**src/rtl/usb_rx_pkg.sv**
```systemverilog
`default_nettype none
// ============================================================================
// Module      : usb_rx_pkg
// Description : Shared types and line-state constants for the USB receive path.
// Revision    : 1.0
// ============================================================================
package usb_rx_pkg;

    typedef enum logic [1:0] {
        HUNT   = 2'd0,
        ACTIVE = 2'd1,
        EOP    = 2'd2
    } rx_state_t;

    localparam logic c_LINE_J = 1'b1;
    localparam logic c_LINE_K = 1'b0;

endpackage : usb_rx_pkg
`default_nettype wire

```
**src/rtl/syn_detector.sv**
```systemverilog
`default_nettype none
// ============================================================================
// Module      : syn_detector
// Description : USB receive SYNC/EOP detector; holds syn_out for a packet.
// Revision    : 1.0
// ============================================================================
module syn_detector
    import usb_rx_pkg::*;
#(
    parameter int MIN_ZEROS = 6,
    parameter int CNT_W     = 3
) (
    input  logic clk,
    input  logic reset,
    input  logic in_data,
    input  logic diff,
    output logic syn_out,
    output logic se0
);

    localparam logic [CNT_W-1:0] c_CNT_MAX = {CNT_W{1'b1}};
    localparam logic [CNT_W-1:0] c_CNT_MIN = CNT_W'(MIN_ZEROS);
    localparam logic [CNT_W-1:0] c_CNT_ONE = CNT_W'(1);

    rx_state_t        r_state;
    rx_state_t        w_state_nxt;
    logic [CNT_W-1:0] r_cnt;
    logic [CNT_W-1:0] w_cnt_nxt;
    logic             r_syn;
    logic             w_syn_nxt;
    logic             r_se0;

    always_ff @(posedge clk) begin
        if (reset) begin
            r_state <= HUNT;
            r_cnt   <= '0;
            r_syn   <= 1'b0;
            r_se0   <= 1'b0;
        end else begin
            r_state <= w_state_nxt;
            r_cnt   <= w_cnt_nxt;
            r_syn   <= w_syn_nxt;
            r_se0   <= ~diff;
        end
    end

    always_comb begin
        w_state_nxt = r_state;
        w_cnt_nxt   = r_cnt;
        w_syn_nxt   = r_syn;
        case (r_state)
            HUNT: begin
                w_syn_nxt = 1'b0;
                if (!diff) begin
                    w_cnt_nxt = '0;
                end else if (in_data == c_LINE_K) begin
                    if (r_cnt != c_CNT_MAX) begin
                        w_cnt_nxt = r_cnt + c_CNT_ONE;
                    end
                end else begin
                    // The terminating 1 of SYNC; any shorter zero run is noise.
                    w_cnt_nxt = '0;
                    if (r_cnt >= c_CNT_MIN) begin
                        w_state_nxt = ACTIVE;
                        w_syn_nxt   = 1'b1;
                    end
                end
            end
            ACTIVE: begin
                w_syn_nxt = 1'b1;
                w_cnt_nxt = '0;
                if (!diff) begin
                    w_state_nxt = EOP;
                end
            end
            EOP: begin
                if (diff) begin
                    w_state_nxt = HUNT;
                    w_syn_nxt   = 1'b0;
                    // A K instead of J after SE0 is already the first zero of a new SYNC.
                    w_cnt_nxt   = (in_data == c_LINE_J) ? '0 : c_CNT_ONE;
                end
            end
            default: begin
                w_state_nxt = HUNT;
                w_cnt_nxt   = '0;
                w_syn_nxt   = 1'b0;
            end
        endcase
    end

    assign syn_out = r_syn;
    assign se0     = r_se0;

endmodule : syn_detector
`default_nettype wire

```
**config.mk**
```make
export PLATFORM = sky130hd
export DESIGN_NAME = syn_detector
export DESIGN_NICKNAME = d
export VERILOG_FILES = /design/src/rtl/usb_rx_pkg.sv /design/src/rtl/syn_detector.sv
export SDC_FILE = /design/constraint.sdc
export NUM_CORES = 1
export LEC_CHECK = 0
export ABC_AREA = 1
export CAP_MARGIN = 10
export CORE_AREA = 2 2 39 41
export CTS_CLUSTER_DIAMETER = 50
export DETAILED_ROUTE_END_ITERATION = 7
export DIE_AREA = 0 0 41 43
export SLEW_MARGIN = 20
export SYNTH_ARGS = -nofsm -noshare
export SYNTH_HDL_FRONTEND = slang
export SYNTH_SLANG_ARGS = --single-unit
```
**constraint.sdc**
```tcl
create_clock -name clk -period 1.4 [get_ports clk]
set_clock_uncertainty 0.1 [all_clocks]
set_input_delay 0.14 -clock clk [delete_from_list [all_inputs] [get_ports clk]]
set_output_delay 0.14 -clock clk [all_outputs]
set_load 0.02 [all_outputs]
```
======== Yosys cells after proc, flatten, opt, wreduce, memory -nomap -nowiden ========
Index checks and enable logic that the tools add are counted.
operators by class
  equal/unequal tests ..................... 9
  add/subtract/negate cells ............... 1
  order comparisons ....................... 1
  multiplexer cells ....................... 17
  bitwise operators ....................... 1
  reductions and logical operators ........ 3
operators with widths
  operator             count
  $mux 3               4
  $mux 2               5
  $ne 2x2->1 const B   5
  $pmux 2 s3           1
  $pmux 3 s2           1
  $mux 1               5
  $reduce_and 5->1     1
  $ne 4x4->1 const B   1
  $add 3x1->3 const B  1
  $ge 3x3->1 const B   1
  $ne 3x3->1 const B   1
  $pmux 1 s3           1
  $eq 2x1->1 const B   1
  $eq 2x2->1 const B   1
  $logic_not 2->1      1
  $reduce_and 2->1     1
  $not 1->1            1
storage, ports and cells
  output and inout bits ................... 2
  flip-flop bits (word level) ............. 7
  bits of input ports ..................... 4
  logic and storage cells ................. 36

======== Depth between registers and ports, before layout ========
  depth in word-level cells ............... 5
  depth in mapped cells ................... 7
  mapped depth without buffers ............ 7

======== Least setup slack after synthesis ========
No wires, ideal clock.
  kind .................................... register -> register
  start point ............................. reg r_cnt[1]
  end point ............................... reg r_cnt[2]
  clock period less this slack ............ 1,165 ps
  setup time .............................. 113 ps
  setup slack ............................. 235 ps
  buffers on the path ..................... 0
  data arrival time ....................... 952 ps
  stages on the path, launching flop included .. 7
  required time ........................... 1,187 ps
  cells stage by stage .................... dfxtp_1 > ha_1 > ha_1 > inv_1 > nor2_1 > nor2_1 > nor2_1
between the ends
  longest elaborated chain between the ends .. 5
  elaborated cells between the ends (all ways) .. 8
  those cells by class .................... add/sub (1); eq/ne (2); mux (4); reduce/logical (1)
ends and longest elaborated chain
  item                      RTL line            RTL
  start: declaration        syn_detector.sv:27  logic [CNT_W-1:0] r_cnt;
  start signal: assignment  syn_detector.sv:41  r_cnt <= w_cnt_nxt;
  $add 3x1->3               syn_detector.sv:58  w_cnt_nxt = r_cnt + c_CNT_ONE;
  $mux 3                    syn_detector.sv:57  if (r_cnt != c_CNT_MAX) begin
  $mux 3                    syn_detector.sv:56  end else if (in_data == c_LINE_K) begin
  $mux 3                    syn_detector.sv:54  if (!diff) begin
  $pmux 3 s2                syn_detector.sv:51  case (r_state)
Parallel ways exist; a longest one is shown, timed or not. The select of a mux whose other input is x is not followed.
A chain may end at the register's enable or synchronous reset.

======== Final worst setup path ========
  start point ............................. reg r_cnt[1]
  end point ............................... reg r_cnt[0]
between the ends
  longest elaborated chain between the ends .. 3
ends and longest elaborated chain
  item                               RTL line
  $ne 3x3->1                         syn_detector.sv:57
  $ne 4x4->1 (no source line)        n/a
  $reduce_and 2->1 (no source line)  n/a
Every way passes these cells.

==> summary.txt <==
Power and ir drop
  – Net Sw Power: 0.105 mW
  – Internal Dissipation: 0.332 mW
  – Fraction of power consumed by sequential logic: 46.6%
  – Portion of total power attributed to the clock network: 43.8%
  – Leakage power: 0.234 nW
  – Proportion of total power due to net switching: 24.0%
  – Power per cell area: 885 nW/um^2
  – Worst voltage drop across the vdd grid: 337 uV
  – Logic pwr share: 9.6%

Floorplanning
  – Chip Width: 41 um
  – IO Count: 6
  – Site Rows: 14
  – Total die area: 1760 sq um
  – Initial core utilization: 27.6%
  – Die height: 43 um
  – Core Footprint: 1380 sq um

Worst setup path
  – Startpoint type of the worst setup path: flop
  – R2R Path Start: r_cnt[1]
  – Worst-path fanout max: 6
  – Kind of critical path: reg -> reg
  – Setup slack of the worst register-to-register path: 0.18 ns
  – CP arrival: 1.27 ns
  – CP endpoint kind: flop
  – R2r endpoint: r_cnt[0]
  – Path depth of the worst reg2reg path: 7
  – CP required: 1.45 ns

Clocking
  – CTS sink count: 7
  – Clk buf depth: 2
  – TritonCTS clock tree: done
  – Number of buffers added by the clock tree synthesis step: 3
  – Master cell of the clock root buffer: sky130_fd_sc_hd__clkbuf_4
  – CTS H-Tree Depth: 1
  – Clock slew seen by the registers of the worst setup and hold paths: 0.05 ns
  – Latest clock arrival within the worst-skew pair: 0.26 ns
  – Number of buffers inserted to repair setup after CTS: 0

Global route
  – Grt ovf: 0
  – Wire length of the first global-routing pass: 1110 um
  – Vias in the first global route: 293
  – Initial antenna violation count: 0
  – Aggregate global-route resource usage: 10.4%
  – Maximum number of pins on one net before global-route repair: 7

Cells and area
  – Number of diodes added for antenna fixing: 0
  – FF+latch area: 140 sq um
  – Net count, final: 76
  – Layout cell share with drive strength beyond 1: 13.2%
  – Multi-input combinational cell area: 208 sq um
  – Utilization after layout: 35.7%
  – Non-filler cells in the finished layout: 84
  – P&R area growth vs syn: 29.5%
  – Filler instances: 144

Route
  – DR vias/cell: 4.05
  – WL/cell: 8.46 um
  – Routed WL: 711 um
  – Initial DRC Count: 7
  – Vias after detailed routing: 340
  – Number of DRC violations after detailed routing: 0
  – Pre-antenna DRT Iters: 4
  – Number of nets still failing antenna checks after routing: 0

Synth
  – Most frequently used cell type in the post-synthesis netlist: sky130_fd_sc_hd__nor2_1
  – Biggest area consumer among synthesized cells: sky130_fd_sc_hd__dfxtp_1
  – Part of the Yosys area used for sequential elements: 36.7%
  – Netlist area before placement: 382 sq um
  – Synth Area in Compound Gates: 7.21%
  – Distinct cells, synth: 13
  – Post-synthesis simple-gate area fraction: 37.4%
  – Number of synthesized flops with an enable pin: 0
  – Adder and majority gate portion of the synthesized area: 9.84%
  – Multiplexer area fraction after synthesis: 0%
  – Largest family of logic cells by synthesized area: simple AND/OR/NAND/NOR gates
  – Cell types with the highest counts after synthesis: sky130_fd_sc_hd__nor2_1 (15), sky130_fd_sc_hd__nand2_1 (13), sky130_fd_sc_hd__inv_1 (8)
  – Average cell area after synthesis: 6.70 sq um
  – Post-synthesis sequential element count: 7
  – Top-area cell type share of the netlist area: 36.7%
  – Flip-flop cell with the highest count after synthesis: sky130_fd_sc_hd__dfxtp_1
  – Post-synthesis cell count: 57
  – Share of synthesized registers carrying an async set or reset: 0%
  – Yosys warning total: 0
  – Share of the synthesized netlist area taken by xor and xnor gates: 0%
  – Cell types with the largest area share after synthesis: sky130_fd_sc_hd__dfxtp_1 (37%), sky130_fd_sc_hd__nor2_1 (15%), sky130_fd_sc_hd__nand2_1 (13%)
  – Post-synth net total: 64

Run status
  – Run status: complete, no violations

Min path
  – Min-delay worst type: in -> reg
  – Instance count along the most critical hold path: 2
  – Hold Path End: se0
  – Hold wc startpoint: reset

Timing
  – Final critical delay including setup and external delays: 1.22 ns
  – Setup repair after global routing missed its margin: false
  – Final count of hold timing violations: 0
  – PnR worst setup slack: 0.182 ns
  – Number of max-slew violations in the final report: 0
  – Final clock period utilization by the worst path: 87.0%
  – Normalized max-slew margin: 83.4%
  – Post-Route Setup TNS: 0 ns
  – Number of setup violations in the final report: 0
  – Maximum clock frequency: 821 MHz
  – Worst slew pin tran: 0.248 ns

Placement
  – Post-Place Worst Slack: 0.0206 ns
  – Routability congestion estimate from global placement: 0.748
  – Number of placed instances with taps included: 80
  – Count of input and output buffers: 5
  – Detailed-placement wirelength estimate: 534 um

Run
  – Number of max-capacitance violations reported: 0
## repair_timing
action                                  in CTS  in global routing
cloned                                       0                  0
resized for setup                            1                  1
endpoints found under the setup margin       1                  1
hold buffers                                 0                  0
## logic make-up (layout without fill, tap and decap cells)
| logic type | Yosys count | count (layout) |
|---|---|---|
| flip-flops | 7 | 7 |
| AND/OR/NAND/NOR | 33 | 33 |
| buffers and inverters | 9 | 20 |
| adder cells (fa/ha/maj) | 3 | 3 |
| AO/OA/AOI/OAI | 5 | 5 |
## worst max path at each step
stage	from	to	depth (start not counted)
floorplan	r_cnt[1]	r_cnt[2]	6
global placement	diff	r_cnt[1]	8
detailed placement	diff	r_cnt[0]	8
CTS	se0	se0	1
global route	r_cnt[1]	r_cnt[0]	7
finish	r_cnt[1]	r_cnt[0]	7
## routing by layer
layer  track usage (%)  share of wire [%]  vias up
li1                  -                  -      194
met5                 0                  0        -
met3              7.85                6.2        4
met2              11.6                 41        8
met1              11.9                 47      134
met4              10.0                5.1        0
## placed cells by master, fill, tap and decap left out, drive strengths merged
master	n
nor2	16
nand2	14
inv	9
dfxtp	7
clkbuf	4
a21oi	3
ha	3
clkdlybuf4s50	3
nand3	3
buf	2
o21ai	1
a21boi	1
dlymetal6s2s	1
dlygate4sd2	1
## power by group through the flow
stage | combinational, mW | sequential [mW] | clock (mW)
floorplan | 0.0183 | 0.210 | 0
global placement | 0.0417 | 0.208 | 0
detailed placement | 0.0422 | 0.208 | 0
CTS | 0.0425 | 0.204 | 0.201
global route | 0.0463 | 0.204 | 0.213
finish | 0.0418 | 0.204 | 0.192
## worst max-delay path, cell delays in order, from the launching register on
cell and delay, ns:
sky130_fd_sc_hd__dfxtp_1 0.37, sky130_fd_sc_hd__ha_1 0.16, sky130_fd_sc_hd__ha_1 0.15, sky130_fd_sc_hd__nand3_2 0.07, sky130_fd_sc_hd__nand2_2 0.11, sky130_fd_sc_hd__nand2_1 0.06, sky130_fd_sc_hd__nand2_1 0.05, sky130_fd_sc_hd__nor2_1 0.04
## state kept, by name (all words and copies together) (netlist names)
name / cells
syn_out: 1
r_cnt: 3
se0: 1
r_state: 2
## cell type report
class | instances | area share, %
Clock buffer | 4 | 5.32
Sequential cell | 7 | 28.4
Timing Repair Buffer | 7 | 13.4
Multi-Input combinational cell | 41 | 42.0
Tap cell | 16 | 4.05
Inverter | 9 | 6.84
## stage by stage
| step | cell area, sq um | total power, mW | hold WS, ns |
|---|---|---|---|
| after floorplan | 382 | 0.228 | 0.107 |
| after global placement | 467 | 0.250 | 0.429 |
| after detailed placement | 467 | 0.250 | 0.437 |
| after CTS | 492 | 0.447 | 0.406 |
| after global routing | 494 | 0.464 | 0.425 |
| final | 494 | 0.437 | 0.400 |
(Power assumes the default switching activity.)
==> RTL edit 1 (same flow settings) <==
The parameter `CNT_W` goes from 3 to 6.
--- a/src/rtl/syn_detector.sv
+++ b/src/rtl/syn_detector.sv
@@ -9,5 +9,5 @@
 #(
     parameter int MIN_ZEROS = 6,
-    parameter int CNT_W     = 3
+    parameter int CNT_W     = 6
 ) (
     input  logic clk,
Behaviour: no difference found for any inputs over 10 cycles, from zero or initial values and one cycle with reset high; that may be too few to reach the edited logic, so the function may still have changed.
==> RTL edit 1 against the unedited design <==
- count of clock-buffer cells in the layout down 1
- setup slack worse by 0.083 ns
- area after synthesis increased by 57%
- sequential cell count rose by 3
- power increased by 23%
- design area is 57% higher
- routed wire length is 75% higher
- largest power group unchanged
- highest routed layer unchanged
==> RTL edit 1: results (changes against the unedited design) <==
r2r-start: "r_cnt[0]$_SDFFE_PP0P_"
routedWlPerCell_um: 10.5  # +24%
netlist_top_cells_count: "nand2_1, inv_1, dfxtp_1, nand3_1, nor2_1"
wl_met3_um: 48  # +9.1%
drive_gt1_frac: 0.233  # +0.101
nets: 111  # +46%
yosysSeqAreaShare: 0.334  # -0.0332
top_regs: "r_cnt (6), r_state (2)"
dp_cells: 116  # +45%
vias_per_cell: 4.94  # +22%
outcome: "completed"
top_layer: "met4"
hpwl_um: 992  # +86%
p_leak_uw: 0.000342  # +46%
endpoint_kind: "register"
path_clk_slew_ns: 0.06
yosys_warnings: 0  # unchanged
tightestPinTransition_ns: 0.260  # +0.0125 ns
grt_pass1_vias: 517  # +76%
wl_met2_um: 578  # +97%
drt_first_pass_iters: 4  # unchanged
worstHoldPathType: "register to register"
ir_drop_uv: 509  # +51%
ctsRootBufferMaster: "clkbuf_4"
worstPathArrival_ns: 1.36  # +0.09 ns
critPathMaxFanout: 4  # -2
reg2reg_slack_ns: 0.1  # -0.08 ns
detail_route.iter0.violations: 4  # -3
async_reset_ff_frac: 0  # unchanged
antenna_cells: 0  # unchanged
wirelength_um: 1250  # +75%
wl_met1_um: 582  # +73%
hold_end: "r_state[1]$_SDFFE_PP0P_"
worstHoldStart: "r_state[1]$_SDFFE_PP0P_"
fill_cells: 145  # +0.69%
syn_nets: 94  # +47%
grt_pass1_wl_um: 2240  # +100%
place.gp.congestion: 0.774  # +3.4%
track_usage: 0.194  # +0.0899
reg2reg_depth: 6  # -1
htreeDepth: 1  # unchanged
grt_max_degree: 9  # +2
syn_inst: 88  # +54%
holdWs_ns: 0.440  # +0.0403 ns
r2r_end: "r_state[0]$_SDFFE_PP0P_"
synth.area.top_cells: "dfxtp_1, nand2_1, nand3_1"
clkLatencyLatePin_ns: 0.26  # about the same
largest_reg_flops: 6  # +3
antenna_found_initial: 0  # unchanged
yosysUniqueCellTypes: 20  # +7
io_buffers: 5  # unchanged
==> RTL edit 1: final cells by class <==
type	instances	area (µm²)	share of cell area
multi-input combinational	62	365	0.470
inverter	16	60.1	0.0773
sequential	10	209	0.269
clock buffer	3	22.5	0.0290
tap	16	20.0	0.0258
timing repair buffer	12	100	0.129
==> RTL edit 1: worst max-delay path by stage <==
stage / cells after the start / endpoint / from / slack (ns)
floorplan: 8 / r_cnt[1]$_SDFFE_PP0P_ / r_cnt[0]$_SDFFE_PP0P_ / 0.12
global placement: 6 / syn_out$_SDFFE_PP0N_ / diff / 0.01
detailed placement: 9 / r_cnt[1]$_SDFFE_PP0P_ / in_data / -0.02
CTS: 8 / r_cnt[1]$_SDFFE_PP0P_ / r_cnt[0]$_SDFFE_PP0P_ / 0.02
global route: 7 / r_cnt[2]$_SDFFE_PP0P_ / r_cnt[0]$_SDFFE_PP0P_ / -0.005
finish: 6 / r_state[0]$_SDFFE_PP0P_ / r_cnt[0]$_SDFFE_PP0P_ / 0.1
==> RTL edit 1: logic make-up after synthesis <==
group,share of synthesized area
compound gates,0.0752
simple gates,0.434
buf+inv,0.100
flops,0.334
fa+ha+maj,0.0417
xor+xnor,0.0146
==> RTL edit 1: power by group <==
part | internal [µW] | switching, µW
registers | 285 | 2.84
logic | 29.5 | 29.4
clock network | 99.1 | 92.8
total | 413 | 125
==> RTL edit 1: layer usage <==
metal  up-vias  global-route usage
met4         0               0.140
met3         5              0.0366
met2        12               0.272
li1        311                   -
met1       260               0.253
met5         -                   0
==> RTL edit 1: through the flow <==
stage / TNS [ns] / instance area [µm²] / setup WS, ns / util
finish: 0 / 777 / 0.0993 / 0.561
global route: -0.00519 / 777 / -0.00519 / 0.561
CTS: 0 / 742 / 0.0217 / 0.536
detailed placement: -0.0456 / 722 / -0.0181 / 0.522
global placement: 0 / 722 / 0.0117 / 0.522
floorplan: 0 / 599 / 0.124 / -
==> RTL edit 1: what timing repair did <==
| action | CTS | global route |
|---|---|---|
| endpoints found under the setup margin | 2 | 8 |
| cloned | 0 | 0 |
| setup buffers | 0 | 0 |
| hold buffers | 0 | 0 |
| pin swaps | 0 | 4 |
| resized for setup | 2 | 10 |
==> RTL edit 1: critical path: stages (launching register included) <==
cell and delay (ns):
dfxtp_4 0.37, inv_1 0.05, ha_1 0.18, o21ai_0 0.15, nand2_1 0.12, o211ai_1 0.17, inv_1 0.05
==> RTL edit 2 (same settings) <==
Made on the original files. Re-encode `rx_state_t` (3 states) as one-hot, 3 bits wide.
--- a/src/rtl/usb_rx_pkg.sv
+++ b/src/rtl/usb_rx_pkg.sv
@@ -7,8 +7,8 @@
 package usb_rx_pkg;
 
-    typedef enum logic [1:0] {
-        HUNT   = 2'd0,
-        ACTIVE = 2'd1,
-        EOP    = 2'd2
+    typedef enum logic [2:0] {
+        HUNT   = 3'b001,
+        ACTIVE = 3'b010,
+        EOP    = 3'b100
     } rx_state_t;
 
Behaviour: same outputs for any inputs over 10 cycles, from zero or initial values and one cycle with reset high; not proved beyond that.
==> RTL edit 2 against the unedited design <==
- non-clock buffer count up 3
- routed wire length up 30%
- sequential cell count up 1
- hold slack better by 0.020 ns
- power up 3.3%
- area after synthesis up 18%
- design area up 24%
- setup slack worse by 0.12 ns
- synthesized cell count up 7.0%
- first-iteration DRC count up 29%
- sequential share of layout area down 1.7 points
- critical endpoint is now r_cnt[2]$_SDFFE_PP0P_
==> RTL edit 2: results (changes against the unedited design) <==
outcome: "completed"
clockNetworkPower_uw: 171  # -11%
seq_cell_power_uw: 233  # +14%
clock_area_frac: 0.0369  # -0.0163
tightestPinTransition_ns: 0.248  # +0.000529 ns
reg2reg_slack_ns: 0.06  # -0.12 ns
drt_first_pass_iters: 3  # -1
final_area_um2: 611  # +24%
power.internal_uw: 353  # +6.3%
max_stage_delay_ns: 0.34  # -0.03 ns
design.seq.count: 8  # +1
netlist_top_cells_count: "nand2_1, nor2_1, dfxtp_1"
avgSynthCellArea_um2: 7.40  # +11%
track_usage: 0.123  # +0.0184
netSwitchingPower_uw: 98.4  # -6.2%
io_buffers: 5  # unchanged
buf_share: 0.145  # +0.0113
cts_made_buffers: 3  # unchanged
fill_cells: 151  # +4.9%
wirelength_um: 921  # +30%
synth_ff_type: "dfxtp_1"
buffers: 10  # +3
synth.area.top_cells: "dfxtp_1, nand2_1, ha_1"
yosysSeqAreaShare: 0.355  # -0.0126
synth-compound-area-share: 0.0970  # +0.0248
hpwl_um: 706  # +32%
syn_nets: 68  # +6.3%
place_area_um2: 552  # +18%
dp_cells: 86  # +7.5%
grt_max_degree: 10  # +3
reg2reg_depth: 8  # +1
pre_cts_ws_ns: -0.0751  # -0.0957 ns
nets: 83  # +9.2%
grt_pass1_wl_um: 1490  # +34%
yosysUniqueCellTypes: 17  # +4
ir_drop_uv: 308  # -8.5%
hold_end: "se0$_SDFF_PP0_"
crit_slowest_cell: "dfxtp_2"
multi_input_comb_cells: 46  # +12%
crit_family: "simple AND/OR/NAND/NOR gates"
holdWs_ns: 0.420  # +0.0199 ns
seq_area_um2: 163  # +16%
yosys.area_share.adder: 0.0831  # -0.0153
multi_input_area_um2: 290  # +40%
top_regs: "r_cnt (3), r_state (3)"
detail_route.iter0.violations: 9  # +2
grt_pass1_vias: 381  # +30%
r2r_end: "r_cnt[2]$_SDFFE_PP0P_"
place.gp.congestion: 0.695  # -7.1%
finalNonFillerCells: 90  # +7.1%
cts_setup_buffers: 0  # unchanged
critPathMaxFanout: 4  # -2
vias_per_cell: 4.62  # +14%
inverters_excl_clock: 7  # -2
p_leak_uw: 0.000281  # +20%
drive_gt1_frac: 0.297  # +0.165
-- RTL edit 2: worst max path at each step --
stage | endpoint | slack [ns] | start | cells past startpoint
after floorplan | r_cnt[2]$_SDFFE_PP0P_ | 0.15 | r_cnt[0]$_SDFFE_PP0P_ | 8
after global placement | r_state[0]$_SDFFE_PP1P_ | -0.07 | diff | 6
after detailed placement | r_state[0]$_SDFFE_PP1P_ | -0.08 | diff | 6
after CTS | se0 | 0.009 | se0$_SDFF_PP0_ | 1
after global routing | r_cnt[2]$_SDFFE_PP0P_ | -0.06 | r_cnt[1]$_SDFFE_PP0P_ | 8
final | r_cnt[2]$_SDFFE_PP0P_ | 0.06 | r_cnt[1]$_SDFFE_PP0P_ | 8
-- RTL edit 2: per-layer routing --
metal	vias to the layer above	routed length [µm]	share of wire	track usage
li1	236	-	-	-
met1	178	469	0.51	0.166
met2	2	439	0.48	0.175
met3	0	13	0.014	0.0157
met4	0	0	0	0.0800
met5	-	0	0	0
